File: src/rtl/ssd_scan_mux.sv
// ssd_scan_mux: N-digit time-multiplexed seven-segment display driver.
// Define SSD_LZ_BLANK_EN to blank leading zeros on digits above digit 0.
module ssd_scan_mux #(
  parameter int NUM_DIGITS = 4,
  parameter int DIV_BITS   = 10
) (
  input  logic                    clk,
  input  logic                    rst,
  input  logic [3:0]              data_in,
  input  logic [NUM_DIGITS-1:0]   load_btn,
  output logic [6:0]              seg,
  output logic [NUM_DIGITS-1:0]   an,
  output logic                    dp,
  output logic [4*NUM_DIGITS-1:0] digit_q
);

  localparam int IDX_W = $clog2(NUM_DIGITS);
  localparam logic [IDX_W-1:0] LAST = IDX_W'(NUM_DIGITS - 1);

  logic [NUM_DIGITS-1:0] btn_s1;
  logic [NUM_DIGITS-1:0] btn_s2;
  logic [NUM_DIGITS-1:0] btn_s3;
  logic [NUM_DIGITS-1:0] wr;
  logic [3:0]            dat_s1;
  logic [3:0]            dat_s2;
  logic [DIV_BITS-1:0]   pre;
  logic [IDX_W-1:0]      idx;
  logic [3:0]            cur;
  logic                  blank;
  logic [6:0]            seg_d;

  function automatic logic [6:0] decode(input logic [3:0] v);
    logic [6:0] s;
    unique case (v)
      4'h0: s = 7'h40;
      4'h1: s = 7'h79;
      4'h2: s = 7'h24;
      4'h3: s = 7'h30;
      4'h4: s = 7'h19;
      4'h5: s = 7'h12;
      4'h6: s = 7'h02;
      4'h7: s = 7'h78;
      4'h8: s = 7'h00;
      4'h9: s = 7'h10;
      4'hA: s = 7'h08;
      4'hB: s = 7'h03;
      4'hC: s = 7'h46;
      4'hD: s = 7'h21;
      4'hE: s = 7'h06;
      4'hF: s = 7'h0E;
    endcase
    return s;
  endfunction

  always_ff @(posedge clk) begin
    if (rst) begin
      btn_s1 <= '0;
      btn_s2 <= '0;
      btn_s3 <= '0;
      dat_s1 <= '0;
      dat_s2 <= '0;
    end else begin
      btn_s1 <= load_btn;
      btn_s2 <= btn_s1;
      btn_s3 <= btn_s2;
      dat_s1 <= data_in;
      dat_s2 <= dat_s1;
    end
  end

  // One-cycle strobe per press; a held button stays high in s2 and s3
  assign wr = btn_s2 & ~btn_s3;

  always_ff @(posedge clk) begin
    if (rst) begin
      digit_q <= '0;
    end else begin
      for (int i = 0; i < NUM_DIGITS; i++) begin
        if (wr[i]) digit_q[4*i +: 4] <= dat_s2;
      end
    end
  end

  always_ff @(posedge clk) begin
    if (rst) begin
      pre <= '0;
      idx <= '0;
    end else begin
      pre <= pre + DIV_BITS'(1);
      if (&pre) idx <= (idx == LAST) ? '0 : idx + IDX_W'(1);
    end
  end

  assign cur = digit_q[{idx, 2'b00} +: 4];

`ifdef SSD_LZ_BLANK_EN
  logic [NUM_DIGITS-1:0] lz;

  // lz[i]: digit i and every digit above it are zero
  always_comb begin
    lz = '0;
    for (int i = 0; i < NUM_DIGITS; i++) begin
      lz[i] = ((digit_q >> (4*i)) == '0);
    end
  end

  assign blank = (idx != '0) & lz[idx];
`else
  assign blank = 1'b0;
`endif

  assign seg_d = blank ? 7'h7F : decode(cur);

  always_ff @(posedge clk) begin
    if (rst) begin
      seg <= 7'h7F;
      an  <= '1;
    end else begin
      seg <= seg_d;
      an  <= ~(NUM_DIGITS'(1) << idx);
    end
  end

  assign dp = 1'b1;

endmodule

File: config.mk
export PLATFORM = sky130hd
export DESIGN_NAME = ssd_scan_mux
export DESIGN_NICKNAME = d
export VERILOG_FILES = /design/src/rtl/ssd_scan_mux.sv
export SDC_FILE = /design/constraint.sdc
export NUM_CORES = 1
export LEC_CHECK = 0
export ABC_AREA = 1
export CORE_ASPECT_RATIO = 1.5
export CORE_UTILIZATION = 56
export CTS_CLUSTER_DIAMETER = 60
export DETAILED_ROUTE_END_ITERATION = 8
export PLACE_DENSITY_LB_ADDON = 0.2
export SETUP_SLACK_MARGIN = 0.5
export SYNTH_ARGS = -nofsm -noshare
export SYNTH_HDL_FRONTEND = slang
export SYNTH_SLANG_ARGS = --single-unit
File: constraint.sdc
create_clock -name clk -period 2.4 [get_ports clk]
set_input_delay 0.48 -clock clk [delete_from_list [all_inputs] [get_ports clk]]
set_output_delay 0.48 -clock clk [all_outputs]
set_load 0.01 [all_outputs]
# Word level (Yosys, flattened, before mapping)
# Memory sizes are Yosys's and may differ from the RTL's. A register that Yosys moved wholly into a read port is not among the register bits.
# Cells that the tools add are included.
# W data, S select, Z words.
# word_totals
output_inout_bits,28
memories,1
ff_bits,52
romBits,112
# mem_list
name,depth,word_bits,read_ports,rd_clocked_by_memory_dff,wr,line_no,text
(no name shown),16,7,1,1,0,34,unique case (v)
# classes
n_addsub,2
bitwise,3
n_eq_ne,1
n_mux,1
shifts,2
n_reduce_logical,1
# op_table
cell,count
$shiftx A16 B5 Y4,1
$add A10 B1 Y10 const B,1
$reduce_and A10 Y1,1
$not A4 Y4,2
$and A4 B4 Y4,1
$shl A1 B2 Y4 const A,1
$add A2 B1 Y2 const B,1
$eq A2 B2 Y1 const B,1
$mux W2,1

# Longest topological paths before layout
# Gate-level depths: netlist of the first run.
# logic_depth
depth_word,2
ltp_mapped,11
mapped_depth_nobuf,10

# Worst setup path before layout of the first run
# No wires, ideal clock.
# synth_timing
path_type,reg2reg
start,register idx[0]
end,register seg[0]
arrival_ns,1.362
slack_ns,0.909
period_less_slack_ns,1.491
path_buffers,1
path_stages_with_launch,12
cell_sequence,dfxtp_1 > buf_6 > inv_6 > nand2_1 > nand3_1 > nand2_2 > inv_1 > ha_1 > inv_1 > nand3_1 > nand3_1 > nand3_1
# synth_via
elab_chain_cells,1
# synth_rtl
element,line_no,text
"start, declared",27,logic [IDX_W-1:0] idx;
"start signal, assigned",90,if (&pre) idx <= (idx == LAST) ? '0 : idx + IDX_W'(1);
$shiftx A16 B5 Y4,94,"assign cur = digit_q[{idx, 2'b00} +: 4];"
"end, declared",11,"output logic [6:0] seg,"
# Every way passes these cells.
# A chain may end at the register's enable or synchronous reset.

# Worst setup path in the final report of the first run
# layout_timing
start,register digit_q[9]
end,output port digit_q[9]
# layout_rtl
element,line_no,text
"start, declared",14,output logic [4*NUM_DIGITS-1:0] digit_q
"start signal, assigned by index",79,if (wr[i]) digit_q[4*i +: 4] <= dat_s2;
# No word-level cell between the ends.

==> metrics.txt, run 1 <==
Final Non-Filler Cells 402; Reg power frac 45.1%; antenna viol nets, final 0; crit path max-delay cell type clkdlybuf4s50_1; num ports 38; global-route wire length before repair 7.49 mm; CTS tree done; Switching Share 21.2%; kind of critical path reg -> out; GRT overflow 0; Max Fclk 572 MHz; Worst Skew 0.00660 ns; Post-synth EDFFs 0; CTS H-tree lvls 3; Slew Viols, Final 0; full die area 4540 um2; post-synth top area share 49.4%; Post-CTS Setup Bufs 0; Syn. warnings 0; Critical Path AT 1.27 ns; Seq cells post-synth 59; fin crit period 1.75 ns; Combinational Power Share 7.6%; status finished, final reports clean; r2r endpoint seg[0]; Hold Path Stages 2; switching power of the nets 0.493 mW; setup TNS 0 ns; family with the most delay on the worst path buffers and inverters; crit path buf inv count 1; Yosys cell types 26; count leader, synth nor2_1; Worst-path clk slew 0.06 ns; Critical Path Sink Type primary output; DR DRC count 0; HP Class reg -> reg; final setup fails 0; reg2reg path depth 10; die extent in y 82.0 um; placed insts 386; Max Fanout on Critical Path 3; Post-Syn Instances 311; vias per inst 4.96; CP Cell Sequence clkdlybuf4s50_1; R2R Path Start idx[0]; Die Wd 55.3 um; largest net degree at the start of global routing 31; DRT Pass-1 Iters 4; VDD IR max 0.693 mV; Pleak 1.41 nW; Max Root-Sink Buffers 2; cell-internal power 1.83 mW; sequential area share after synthesis 49.4%; GR Util All Layers 21.8%; Vias 1993; Worst Path Required 1.92 ns; Post-Syn Area 2390 um2; Post-synth ARST share 0%; Initial DRC Count 48; WL final 4.51 mm; fraction of layout cells with a size suffix above 1 8.12%; row count 28; initial antenna violation count 0; Initial Util 59.3%; Final Hold Vio Count 0; root buf cell clkbuf_8; Crit path largest cell delay 0.55 ns; number of global-route vias before repair 1752; Sink Count 59; largest area contributor in the netlist dfxtp_1; Startpoint Class flop; hold path startpoint btn_s1[2]; RSZ-0062 raised after global routing false; P&R area growth vs syn 26.5%; Post-synth top flop dfxtp_1; total CTS buffers 9; synth cell count leaders nor2_1, dfxtp_1, nand2_1; syn_nets 332; Hold WS 0.405 ns; nets 373; wire per inst 11.2 um; max cap viols 0; IO buf count 36; DPL Wire Length 3.16 mm; hold endpoint btn_s2[2]; Clock Power Share 47.3%; Routability Congestion 0.833; Tcrit/Tclk final 72.8%; Skew-Pair Late Insertion Delay 0.34 ns; Post-Syn Area per Cell 7.68 um2; PwrDens 768 nW/um2; ant diodes 0; Synth area leaders dfxtp_1, nor2_1, nand2_1, inv_1, ha_1; flop-to-flop setup slack 0.69 ns; Core Area 4030 um2
[kinds of logic after synthesis]
family	Yosys count	synth area share, %
simple gates	159	29.4
other cells	1	0.157
buf+inv	53	9.16
fa+ha+maj	11	5.76
flops	59	49.4
compound gates	27	5.76
xor+xnor	1	0.367
[power by group through the flow]
stage / Clock (mW) / Combinational, mW / Sequential [mW]
floorplan: 0 / 0.0890 / 1.07
global placement: 0 / 0.174 / 1.07
detailed placement: 0 / 0.178 / 1.07
CTS: 1.11 / 0.179 / 1.05
global route: 1.15 / 0.201 / 1.05
finish: 1.10 / 0.177 / 1.05
[cells in the final DEF (no fill, tap or decap), types with 3 or more instances in the layout]
| cell | count |
|---|---|
| nor3_1 | 3 |
| inv_1 | 42 |
| clkbuf_8 | 10 |
| ha_1 | 11 |
| bufinv_16 | 3 |
| nand3_1 | 26 |
| clkdlybuf4s50_1 | 36 |
| nand2_1 | 49 |
| a21oi_1 | 7 |
| o21ai_0 | 19 |
| dfxtp_1 | 58 |
| nor2_1 | 71 |
[registers in the layout, summed over array words and instances (netlist names)]
| register | cells |
|---|---|
| digit_q | 16 |
| pre | 10 |
| seg | 7 |
| an | 4 |
| btn_s1 | 4 |
| btn_s2 | 4 |
| btn_s3 | 4 |
| dat_s1 | 4 |
| dat_s2 | 4 |
| idx | 2 |
[cell type report]
| class | instances | area (um2) |
|---|---|---|
| multi-input cells | 199 | 990 |
| fillers | 301 | 1010 |
| repair buffers | 38 | 375 |
| flip-flops and latches | 59 | 1180 |
| clock buffers | 12 | 145 |
| clock inverters | 4 | 97.6 |
| inverters | 45 | 176 |
| well taps | 45 | 56.3 |
[worst max path at each step]
stage	endpoint	startpoint	slack, ns	cells past startpoint
finish	digit_q[9]	digit_q[9]	0.65	1
global route	seg[0]	idx[0]	0.54	10
CTS	seg[0]	idx[0]	0.51	10
detailed placement	seg[0]	idx[0]	0.52	10
global placement	seg[0]	idx[0]	0.55	10
floorplan	seg[0]	idx[0]	0.91	11
[routing by layer]
metal / up-vias / track usage (%) / share of wire (%)
li1: 1038 / - / -
met1: 891 / 22.2 / 41
met2: 52 / 39.4 / 52
met3: 12 / 6.77 / 4.4
met4: 0 / 12.5 / 2.8
met5: - / 0 / 0
[stage by stage]
stage                     setup WS, ns  power [mW]  utilization, %  area (um2)
after global placement           0.554        1.24            69.0        2780
after floorplan                  0.909        1.16               -        2390
after detailed placement         0.524        1.24            69.0        2780
final                            0.652        2.32            75.0        3020
after global routing             0.538        2.40            75.0        3020
after CTS                        0.506        2.34            75.0        3020
[timing repair]
item                                    CTS  global route
gates resized for setup                   0             1
endpoints found under the setup margin    0             4
hold buffers                              0             0
(Power assumes the default switching activity.)
==> run 2: changes to the inputs <==
--- a/config.mk
+++ b/config.mk
@@ -7,7 +7,7 @@
 export LEC_CHECK = 0
 export ABC_AREA = 1
 export CORE_ASPECT_RATIO = 1.5
-export CORE_UTILIZATION = 56
+export CORE_UTILIZATION = 47
 export CTS_CLUSTER_DIAMETER = 60
 export DETAILED_ROUTE_END_ITERATION = 8
 export PLACE_DENSITY_LB_ADDON = 0.2
==> constraint.sdc (replaced) <==
create_clock -name clk -period 1.6 [get_ports clk]
set_input_delay 0.32 -clock clk [delete_from_list [all_inputs] [get_ports clk]]
set_output_delay 0.32 -clock clk [all_outputs]
set_load 0.01 [all_outputs]
==> metrics.txt, run 2 (synthesis results as in run 1) <==
DPL Wire Length 3.68 mm (was 3.16 mm); GR Util All Layers 23.6% (was 21.8%); global-route wire length before repair 9.10 mm (was 7.49 mm); Worst Skew 0.00765 ns (was 0.00660 ns); Crit path largest cell delay 0.42 ns (was 0.55 ns); metal3 WL 376 um (was 199 um); Startpoint Class flop (unchanged); Vias 2294 (was 1993); hold endpoint btn_s2[0] (was btn_s2[2]); Pleak 1.69 nW (was 1.41 nW); Skew-Pair Late Insertion Delay 0.33 ns (was 0.34 ns); fin crit period 1.44 ns; Largest Register digit_q (unchanged); max cap viols 0 (unchanged); reg2reg path depth 7 (was 10); Slew Viols, Final 0 (unchanged); placed insts 412 (was 386); setup TNS 0 ns (unchanged); largest net degree at the start of global routing 31 (unchanged); Core Area 4850 um2 (was 4030 um2); root buf cell clkbuf_8 (unchanged); Top Layer Used met4 (unchanged); Max Fanout on Critical Path 7 (was 3); CTS H-tree lvls 3 (unchanged); CTS tree done (unchanged); Final WS setup 0.160 ns (was 0.652 ns); HP Class reg -> reg (unchanged); Worst-path clk slew 0.06 ns (about the same); row count 31 (was 28); max FFs per register 16 (unchanged); Routability Congestion 0.845 (was 0.833); most used cell, CP nand3_2; flop-to-flop setup slack 0.16 ns (was 0.69 ns); ant diodes 0 (unchanged); CP Cell Sequence nand2_1, nand3_2, nand2_4, ha_4, nand3_2, nand3_2, nand3_1 (was clkdlybuf4s50_1); Critical Path Sink Type flop (was primary output); Worst Path Required 1.81 ns (was 1.92 ns); WL final 6.61 mm (was 4.51 mm); crit path max-delay cell type dfxtp_4 (was clkdlybuf4s50_1); Initial Util 49.3% (was 59.3%); P&R area growth vs syn 49.4% (was 26.5%); Die Wd 60.2 um (was 55.3 um); commonest cells after routing, fill and taps aside nor2_1, nand2_1, inv_1 (was nor2_1, dfxtp_1, nand2_1); Final Non-Filler Cells 455 (was 402); Critical Path AT 1.65 ns (was 1.27 ns); total CTS buffers 9 (unchanged); leading cell type in the layout, fill and taps excluded nor2_1 (unchanged); hold path startpoint btn_s1[0] (was btn_s1[2]); wire per inst 14.5 um (was 11.2 um); nets 406 (was 373); antenna viol nets, final 0 (unchanged); Sink Count 59 (unchanged); Final Instance Area 3570 um2 (was 3020 um2); DR DRC count 0 (unchanged); num ports 38 (unchanged); Area after DPL 2880 um2 (was 2780 um2); die extent in y 89.3 um (was 82.0 um); WL met2 3.60 mm (was 2.34 mm); IO buf count 36 (unchanged); Initial DRC Count 212 (was 48); PwrDens 924 nW/um2 (was 768 nW/um2); Max Root-Sink Buffers 2 (unchanged); kind of critical path reg -> reg (was reg -> out); final setup fails 0 (unchanged); VDD IR max 0.612 mV (was 0.693 mV); Final Hold Vio Count 0 (unchanged); DP Worst Slack 0.120 ns (was 0.524 ns); DRT Pass-1 Iters 4 (unchanged); biggest regs digit_q x16, pre x10, seg x7 (unchanged); GRT overflow 0 (unchanged); RSZ-0062 raised after global routing true (was false); R2R Path Start idx[0] (unchanged); r2r endpoint seg[3] (was seg[0]); Metal-1 WL 2.40 mm (was 1.85 mm); Hold Path Stages 2 (unchanged); Tcrit/Tclk final 90.0%; vias per inst 5.04 (was 4.96); initial antenna violation count 0 (unchanged); Max Fclk 695 MHz; fraction of layout cells with a size suffix above 1 41.1% (was 8.12%); full die area 5380 um2 (was 4540 um2); status finished, final reports clean (unchanged); number of global-route vias before repair 1987 (was 1752)
## run 2: cell types whose count changed in the layout (fill, tap and decap cells not counted), moves of 12 or more
| cell | change |
|---|---|
| buf_4 | +29 |
| buf_6 | +20 |
| nand3_1 | -12 |
| clkdlybuf4s50_1 | -27 |
| dfxtp_2 | +18 |
| dfxtp_1 | -25 |
## run 2: worst max-delay path: cells and delay by family (launching register included)
kind	cells	cell delay [ns]
fa+ha+maj	1	0.29
simple gates	6	0.62
flops	1	0.42
## run 2: area by class of cell
cell class,instances,area (um2)
clock inverters,4,50.0
well taps,66,82.6
inverters,45,189
flip-flops and latches,59,1230
multi-input cells,200,1240
clock buffers,11,151
fillers,341,1280
repair buffers,70,628
## run 2: worst max-delay path by stage
stage / endpoint / cells after the start / from
after floorplan: seg[0] / 11 / idx[0]
after global placement: seg[0] / 10 / idx[0]
after detailed placement: seg[0] / 10 / idx[0]
after CTS: seg[4] / 9 / idx[0]
after global routing: seg[3] / 10 / idx[0]
final: seg[3] / 7 / idx[0]
## run 2: timing repair
action	in CTS	in global routing
pin swaps	12	15
endpoints found under the setup margin	38	42
hold buffers	0	0
gates resized for setup	167	49
endpoints found under the hold margin	0	0
buffers inserted	16	11
gates cloned	1	0
## run 2: through the flow
stage | utilization (%) | power [mW] | hold WS, ns
6_report | 73.6 | 3.30 | 0.404
5_1_grt | 73.6 | 3.45 | 0.422
4_1_cts | 68.8 | 3.26 | 0.407
3_5_place_dp | 59.3 | 1.89 | 0.398
3_3_place_gp | 59.3 | 1.88 | 0.389
2_1_floorplan | - | 1.74 | 0.388
## run 2: power by group
part	leakage, nW	switching (mW)	total, mW	internal (mW)
Combinational	1.10	0.186	0.368	0.182
Sequential	0.496	0.0466	1.58	1.53
Clock	0.0974	0.559	1.35	0.791
Total	1.69	0.792	3.30	2.51
## run 2: per-layer routing
layer / GRT usage (%) / vias up
met1: 23.6 / 1072
met5: 0 / -
met4: 12.9 / 0
met3: 8.68 / 26
li1: - / 1107
met2: 41.3 / 89
==> variant, RTL diff (settings of run 2) <==
Take the reset off `dat_s1` and `dat_s2` and load them in a clocked block of their own.
--- a/src/rtl/ssd_scan_mux.sv
+++ b/src/rtl/ssd_scan_mux.sv
@@ -58,13 +58,14 @@
       btn_s2 <= '0;
       btn_s3 <= '0;
-      dat_s1 <= '0;
-      dat_s2 <= '0;
     end else begin
       btn_s1 <= load_btn;
       btn_s2 <= btn_s1;
       btn_s3 <= btn_s2;
-      dat_s1 <= data_in;
-      dat_s2 <= dat_s1;
     end
+  end
+
+  always_ff @(posedge clk) begin
+    dat_s1 <= data_in;
+    dat_s2 <= dat_s1;
   end
 
Behaviour: same outputs for any inputs over 10 cycles, from zero or initial values and one cycle with rst high; that may be too few to reach the edited logic, so the function may still have changed.
==> variant against run 2 <==
  * Area after synthesis shrank 2.7%
  * Setup slack worse by 0.0064 ns
  * Design area is 1.3% higher
  * Critical path depth up 2
  * Non-clock buffer count down 3
  * Wire length is 3.0% higher
  * Total power up 14%
  * Sequential share of layout area decreased by 0.37 points
  * Sequential cell count is the same
  * Critical path type unchanged
==> variant: results (changes against run 2) <==
| Metric | Value |
|---|---|
| CTS Buf Count | 9 (unchanged) |
| H-Tree Depth | 3 (unchanged) |
| Detailed-placement wirelength estimate | 3.49 mm (was 3.68 mm) |
| Leakage dissipation | 1.67 nW (was 1.69 nW) |
| Vias | 2238 (was 2294) |
| Net Count, Synth | 315 (was 332) |
| Warnings from Yosys | 0 (unchanged) |
| Pre-Repair DR Iteration Count | 5 (was 4) |
| Synth async-reset ratio | 0% (unchanged) |
| Clk_lat worst skew | 0.35 ns (was 0.33 ns) |
| Root buffer cell | clkbuf_8 (unchanged) |
| VDD IR-drop max | 0.740 mV (was 0.612 mV) |
| Deepest clock path buffer count | 2 (unchanged) |
| WL per Instance | 15.6 um (was 14.5 um) |
| Post-synthesis sequential area ratio | 50.8% (was 49.4%) |
| Mux cell area share after synthesis | 0% (unchanged) |
| Diodes inserted | 0 (unchanged) |
| Routability cong. | 0.904 (was 0.845) |
| Slowest-stage cell, CP | dfxtp_4 (unchanged) |
| Max FO, Critical Path | 6 (was 7) |
| Antenna violations before repair | 0 (unchanged) |
| Reg clk slew, reported paths | 0.06 ns (about the same) |
| Worst Path Arrival | 1.68 ns (was 1.65 ns) |
| Most used DFF post-synth | dfxtp_1 (unchanged) |
| XOR/XNOR share of the synthesized area | 0.377% (was 0.366%) |
| Synth top cells by count | nor2_1 (63), dfxtp_1 (59), nand2_1 (49), inv_1 (34), nand3_1 (26) (was nor2_1 (71), dfxtp_1 (59), nand2_1 (49), inv_1 (42), nand3_1 (26)) |
| Vias in the first global route | 2059 (was 1987) |
| R2R Setup Slk | between 0.15 and 0.2 ns |
| 1st-iter DRT viols | 111 (was 212) |
| Status | finished, final reports clean (unchanged) |
| Worst hold slack | 0.325 ns (was 0.404 ns) |
| # nets final | 388 (was 406) |
| CP delay by family, top | simple AND/OR/NAND/NOR gates (unchanged) |
| Layout Skew | 0.0115 ns (was 0.00765 ns) |
| Pin count of the biggest net entering global routing | 31 (unchanged) |
| Compound-gate portion of the synthesized area | 5.92% (was 5.76%) |
| Worst path max stage delay | just over 0.4 ns |
| Layout cells sized above 1 | 44.5% (was 41.1%) |
| Unique cell type count in the Yosys netlist | 26 (unchanged) |
| Sw Pwr | 0.000821 W (was 0.000792 W) |
| Worst min path class | reg2reg (unchanged) |
| All-Layer GR Usage | 25.3% (was 23.6%) |
| Synth area leaders | dfxtp_1 (51%), nor2_1 (10%), nand2_1 (7.9%), ha_1 (5.9%), nand3_1 (5.6%) (was dfxtp_1 (49%), nor2_1 (11%), nand2_1 (7.7%), inv_1 (6.6%), ha_1 (5.8%)) |
| First-pass GRT wire length | 9.45 mm (was 9.10 mm) |
| Port Buf Inserts | 36 (unchanged) |
| DP Area | 2800 um^2 (was 2880 um^2) |
| Top flop regs | digit_q: 16 flops, pre: 10 flops, seg: 7 flops (unchanged) |
| Post-Synth Adder-Cell Area | 5.92% (was 5.76%) |
==> variant: kinds of logic after synthesis <==
group,count (synthesis)
fa+ha+maj,11
xor+xnor,1
other cells,1
compound gates,27
simple gates,151
flops,59
buf+inv,44
==> variant: stage by stage <==
stage               worst slack (ns)  instances
finish                         0.154        437
global route                   0.125        437
CTS                            0.285        432
detailed placement            0.0813        394
global placement               0.144        394
floorplan                      0.213        294
==> variant: cell type report <==
type,instances,area (um^2)
Multi-Input combinational cell,192,1250
Sequential cell,59,1230
Fill cell,350,1190
Timing Repair Buffer,67,624
Inverter,37,161
Clock buffer,10,138
Clock inverter,5,125
Tap cell,66,82.6
Timing Repair inverter,1,3.75
==> variant: power by group through the flow <==
| stage | registers, W | logic (W) | clock network, W |
|---|---|---|---|
| after global placement | 0.00161 | 0.000267 | 0 |
| after global routing | 0.00159 | 0.000400 | 0.00190 |
| final | 0.00159 | 0.000370 | 0.00180 |
| after floorplan | 0.00161 | 0.000126 | 0 |
| after CTS | 0.00158 | 0.000325 | 0.00183 |
| after detailed placement | 0.00161 | 0.000273 | 0 |
==> variant: layer usage <==
metal	up-vias	part of all wire [%]	track usage [%]
li1	1064	-	-
met1	1056	35	24.2
met2	81	53	44.7
met3	37	5.1	7.83
met4	0	6.6	17.5
met5	-	0	0
==> variant: final timing paths <==
path,from,depth (start not counted),end
max,idx[0],9,seg[1]
min,dat_s1[2],0,dat_s2[2]
max reg2reg,idx[0],9,seg[1]
min reg2reg,dat_s1[2],0,dat_s2[2]
==> variant: worst register-to-register path: cells and delay by family, from the launching register on <==
family                     cells  cell delay [ns]
adders and majority gates      1             0.23
buffers and inverters          1             0.07
DFF                            1             0.41
and+or+nand+nor                7             0.63
==> variant: what timing repair did <==
| action | CTS | global route |
|---|---|---|
| setup endpoints to repair | 38 | 45 |
| buffers inserted | 21 | 4 |
| gates cloned | 2 | 1 |
| gates resized for setup | 191 | 41 |
| hold buffers | 0 | 0 |
| pin swaps | 21 | 12 |
